### src/rtl/riscv_wb_monitor.sv
// Writeback trace monitor: shadows the architectural register file, queues retired writes
// as trace records, and can serialise the whole shadow file over the same output stream.
module riscv_wb_monitor #(
   parameter int unsigned FIFO_DEPTH = 8
) (
   input  logic        clk,
   input  logic        reset,
   input  logic        wb_e,
   input  logic [4:0]  wb_a,
   input  logic [31:0] wb_d,
   input  logic        dump_req,
   output logic        out_valid,
   input  logic        out_ready,
   output logic        out_kind,
   output logic [4:0]  out_addr,
   output logic [31:0] out_data,
   input  logic [4:0]  rd_addr,
   output logic [31:0] rd_data,
   output logic        busy,
   output logic        overflow,
   output logic [31:0] wb_count
);

   localparam int unsigned AW = $clog2(FIFO_DEPTH);

   typedef enum logic [1:0] {StStream, StDumpWait, StDump} state_e;

   state_e      state_q, state_d;
   logic [4:0]  idx_q;
   logic        busy_q;
   logic        out_valid_q, out_kind_q;
   logic [4:0]  out_addr_q;
   logic [31:0] out_data_q;
   logic        overflow_q;
   logic [31:0] wb_count_q;
   logic [31:0] shadow_q [32];
   logic [4:0]  fifo_addr_q [FIFO_DEPTH];
   logic [31:0] fifo_data_q [FIFO_DEPTH];
   logic [AW:0] wr_ptr_q, rd_ptr_q;

   logic wb_acc, fifo_empty, fifo_full, out_load, pop, push;

   assign wb_acc     = wb_e && (wb_a != 5'd0);
   assign fifo_empty = (wr_ptr_q == rd_ptr_q);
   assign fifo_full  = (wr_ptr_q[AW] != rd_ptr_q[AW]) &&
                       (wr_ptr_q[AW-1:0] == rd_ptr_q[AW-1:0]);
   assign out_load   = !out_valid_q || out_ready;
   assign pop        = (state_q != StDump) && out_load && !fifo_empty;
   // A pop on the same edge frees the slot a full FIFO would otherwise refuse.
   assign push       = wb_acc && (!fifo_full || pop);

   always_comb begin
      state_d = state_q;
      unique case (state_q)
         StStream:   if (dump_req) state_d = StDumpWait;
         StDumpWait: if (fifo_empty) state_d = StDump;
         StDump:     if (out_load && (idx_q == 5'd31)) state_d = StStream;
         default:    state_d = StStream;
      endcase
   end

   always_ff @(posedge clk or posedge reset) begin
      if (reset) begin
         state_q     <= StStream;
         busy_q      <= 1'b0;
         idx_q       <= 5'd0;
         out_valid_q <= 1'b0;
         out_kind_q  <= 1'b0;
         out_addr_q  <= 5'd0;
         out_data_q  <= 32'd0;
      end else begin
         state_q <= state_d;
         busy_q  <= (state_d != StStream);
         if (state_q == StDumpWait) idx_q <= 5'd0;
         if (out_load) begin
            if (state_q == StDump) begin
               // Registered shadow read yields the value from before any same-edge write.
               out_valid_q <= 1'b1;
               out_kind_q  <= 1'b1;
               out_addr_q  <= idx_q;
               out_data_q  <= shadow_q[idx_q];
               idx_q       <= idx_q + 5'd1;
            end else if (!fifo_empty) begin
               out_valid_q <= 1'b1;
               out_kind_q  <= 1'b0;
               out_addr_q  <= fifo_addr_q[rd_ptr_q[AW-1:0]];
               out_data_q  <= fifo_data_q[rd_ptr_q[AW-1:0]];
            end else begin
               out_valid_q <= 1'b0;
            end
         end
      end
   end

   always_ff @(posedge clk or posedge reset) begin
      if (reset) begin
         wr_ptr_q <= '0;
         rd_ptr_q <= '0;
      end else begin
         if (push) wr_ptr_q <= wr_ptr_q + (AW+1)'(1);
         if (pop)  rd_ptr_q <= rd_ptr_q + (AW+1)'(1);
      end
   end

   always_ff @(posedge clk) begin
      if (push) begin
         fifo_addr_q[wr_ptr_q[AW-1:0]] <= wb_a;
         fifo_data_q[wr_ptr_q[AW-1:0]] <= wb_d;
      end
   end

   always_ff @(posedge clk or posedge reset) begin
      if (reset) begin
         for (int i = 0; i < 32; i++) shadow_q[i] <= 32'd0;
         wb_count_q <= 32'd0;
         overflow_q <= 1'b0;
      end else if (wb_acc) begin
         shadow_q[wb_a] <= wb_d;
         wb_count_q     <= wb_count_q + 32'd1;
         if (!push) overflow_q <= 1'b1;
      end
   end

   assign rd_data   = (rd_addr == 5'd0) ? 32'd0 : shadow_q[rd_addr];
   assign out_valid = out_valid_q;
   assign out_kind  = out_kind_q;
   assign out_addr  = out_addr_q;
   assign out_data  = out_data_q;
   assign busy      = busy_q;
   assign overflow  = overflow_q;
   assign wb_count  = wb_count_q;

endmodule
### config.mk
export PLATFORM = sky130hd
export DESIGN_NAME = riscv_wb_monitor
export DESIGN_NICKNAME = d
export VERILOG_FILES = /design/src/rtl/riscv_wb_monitor.sv
export SDC_FILE = /design/constraint.sdc
export NUM_CORES = 2
export LEC_CHECK = 0
export ABC_AREA = 1
export CAP_MARGIN = 20
export CORE_MARGIN = 2
export CORE_UTILIZATION = 25
export DETAILED_ROUTE_END_ITERATION = 16
export HOLD_SLACK_MARGIN = 0.12
export PLACE_DENSITY = 0.48
export SYNTH_ARGS = -nofsm -noshare
export SYNTH_HDL_FRONTEND = slang
export SYNTH_SLANG_ARGS = --single-unit
### constraint.sdc
create_clock -name clk -period 86.1 [get_ports clk]
set_input_delay 17.22 -clock clk [delete_from_list [all_inputs] [get_ports clk]]
set_output_delay 17.22 -clock clk [all_outputs]
set_load 0.02 [all_outputs]
==> flow_metrics.env <==
export IMPL_outcome="finished clean"
export IMPL_reg2reg_depth=12
export IMPL_synth_edf_count=296
export IMPL_synth_area_leaders="dfrtp_1 (37%), nand2_1 (15%), edfxtp_1 (12%)"
export IMPL_post_dp_cell_area_um2=79700
export IMPL_dp_hpwl_mm=177
export IMPL_grt_ovfl_total=0
export IMPL_core_area_um2=297000
export IMPL_yosys_area_top_type="dfrtp_1"
export IMPL_ys_warn_count=0
export IMPL_p_per_area_nw_per_um2=25.8
export IMPL_slew_violations=0
export IMPL_ys_seq_area_frac=0.492
export IMPL_cp_required_ps=68880
export IMPL_post_synth_inst_count=10200
export IMPL_hold_buffers=0
export IMPL_hp_class="reg2reg"
export IMPL_grtUsageTotal=0.200
export IMPL_period_needed_ps=38820
export IMPL_grt_pass1_wl_mm=451
export IMPL_cts_repair_resized=0
export IMPL_fmax_mhz=25.8
export IMPL_fp_dieH_um=551
export IMPL_post_cts_setup_buffers=0
export IMPL_vias=67800
export IMPL_syn_area_um2=74700
export IMPL_fin_hold_ws_ps=373
export IMPL_layout_nets=9958
export IMPL_synth_nets=10300
export IMPL_rsz0062_at_grt="no"
export IMPL_wire_per_inst_um=22.0
export IMPL_die_x_um=551
export IMPL_rows=200
export IMPL_numCtsBuffers=169
export IMPL_cts_htree_levels=4
export IMPL_clkSinkCount=1408
export IMPL_drv_cap=0
export IMPL_crit_path_start_kind="input pin"
export IMPL_min_period_over_period=0.451
export IMPL_finalSetupViolations=0
export IMPL_ios=152
export IMPL_root_buffer="clkbuf_16"
export IMPL_min_path_cells=0
export IMPL_yosysTopAreaCellShare=0.373
export IMPL_first_global_vias=63000
export IMPL_synth_flop_cell="dfrtp_1"
export IMPL_clock_path_buffers=3
export IMPL_ant_nets=0
export IMPL_finalClockSkew_ps=32.7
export IMPL_path_class="in2out"
export IMPL_start_util=0.251
export IMPL_r2r_slack_ps=81550
export IMPL_cts_reportedPaths_clkPinSlew_ps=50
export IMPL_dr_pass1_iters=6
export IMPL_tns_ps=0
export IMPL_grt_max_degree=159
export IMPL_crit_path_end_kind="output port"
export IMPL_gp_congestion=0.809
export IMPL_async_reset_ff_frac=0.790
export IMPL_min_to="shadow_q[999]"
export IMPL_path_max_fanout=130
export IMPL_worstMarginPinSlew_ps=1330
export IMPL_design_area_um2=85200
export IMPL_post_route_drc_count=0
export IMPL_syn_area_per_cell_um2=7.32
export IMPL_syn2layout_area_growth_pct=14.1
export IMPL_antenna_found_initial=21
export IMPL_yosysMostFrequentCell="nand2_1"
export IMPL_ir_worst_vdd_mv=0.0244
export IMPL_viasPerCell=4.85
export IMPL_synth_common_cells="nand2_1 (3058), o21ai_0 (1658), inv_1 (1121), dfrtp_1 (1112), nand3_1 (898)"
export IMPL_wl_mm=308
export IMPL_n_fill_cell=32300
export IMPL_cp_arrival_ps=21600
export IMPL_leakagePower_uw=0.0384
export IMPL_ys_seq_elements=1408
export IMPL_cts_tree="done"
export IMPL_layout_drive_gt1_share=0.0559
export IMPL_relSlewSlack=0.110
export IMPL_r2r_start="idx_q[0]"
export IMPL_synth_cell_types=32
export IMPL_reg2reg_to="out_data[7]"
export IMPL_hold_viol=0
export IMPL_drt_iter0_drc=7820
export IMPL_die_area_um2=303000
export IMPL_port_buffers=151
export IMPL_min_from="shadow_q[999]"
export IMPL_clock_latency_ps=850
## how the worst max path moves through the flow
stage	startpoint	endpoint	slack [ps]	cells past startpoint
finish	rd_addr[1]	rd_data[30]	47280	13
global route	rd_addr[0]	rd_data[4]	47140	12
CTS	rd_addr[1]	rd_data[30]	47330	13
detailed placement	rd_addr[1]	rd_data[30]	47340	13
global placement	rd_addr[1]	rd_data[30]	47330	13
floorplan	reset	busy	37570	1
## layer usage
layer / global-route usage / part of all wire / vias up
met2: 0.309 / 0.44 / 2693
li1: - / - / 32100
met3: 0.0322 / 0.075 / 397
met4: 0.0539 / 0.026 / 6
met5: 0 / 0.00015 / -
met1: 0.287 / 0.46 / 32700
## through the flow
step                std cells  power, uW  worst slack [ps]  utilization
finish                  14000       2200             47280        0.287
global route            14000       2330             47140        0.287
CTS                     14000       2210             47330        0.287
detailed placement      13700       1480             47340        0.268
global placement        13700       1480             47330        0.268
floorplan               10200       1260             37570            -
## logic make-up after synthesis
group / Yosys count / share of synthesized area
AOI/OAI and AO/OA: 2346 / 0.160
adders and majority gates: 5 / 0.000838
xor gates and xnor gates: 37 / 0.00434
buffers and inverters: 1921 / 0.0988
DFF: 1408 / 0.492
and+or+nand+nor: 4488 / 0.245
## flip-flops by register name, summed over array words and instances, names as in the netlist, 5 cells and up
signal	cells
out_data	32
shadow_q	1024
idx_q	5
wb_count	32
out_addr	5
fifo_data_q	256
fifo_addr_q	40
## power breakdown
part           total [uW]  switching (uW)  internal (uW)
Combinational         589             402            186
Clock                 726             306            420
Sequential            887            76.9            810
## area by class of cell
cell class	count	area [um^2]	share of cell area
multi-input cells	6876	30900	0.362
diodes	2	5.00	0.0000587
clock inverters	60	673	0.00790
flip-flops and latches	1408	36700	0.431
inverters	1139	4320	0.0508
repair buffers	312	2830	0.0332
clock buffers	248	4840	0.0568
well taps	3939	4930	0.0578
## critical path, stage by stage
cell	delay, ps
buf_8	270
inv_8	500
buf_12	720
buf_4	840
a21oi_1	60
o21ai_0	120
nand3_1	90
nand2_1	100
nand2_1	50
nand3_1	170
nand2_1	110
nor2_1	450
clkdlybuf4s50_1	710
## cells in the final DEF, fill, tap and decap left out, drive strengths merged
master / synthesis / layout
a21oi: 564 / 564
and2: 1 / 1
and3: 1 / 1
buf: 221 / 166
bufinv: 0 / 10
clkbuf: 561 / 248
clkdlybuf4s50: 0 / 146
clkinv: 4 / 46
clkinvlp: 0 / 1
dfrtp: 1112 / 1112
diode: 0 / 2
edfxtp: 296 / 296
ha: 5 / 5
inv: 1135 / 1142
nand2: 3066 / 3066
nand3: 898 / 898
nand4: 5 / 5
nor2: 423 / 423
nor3: 28 / 28
nor4: 1 / 1
o211ai: 61 / 61
o21ai: 1708 / 1708
o21bai: 1 / 1
o221ai: 5 / 5
o22ai: 6 / 6
o2bb2ai: 1 / 1
or2: 65 / 65
xnor2: 7 / 7
xor2: 30 / 30
Power figures use the tool's default switching activity.
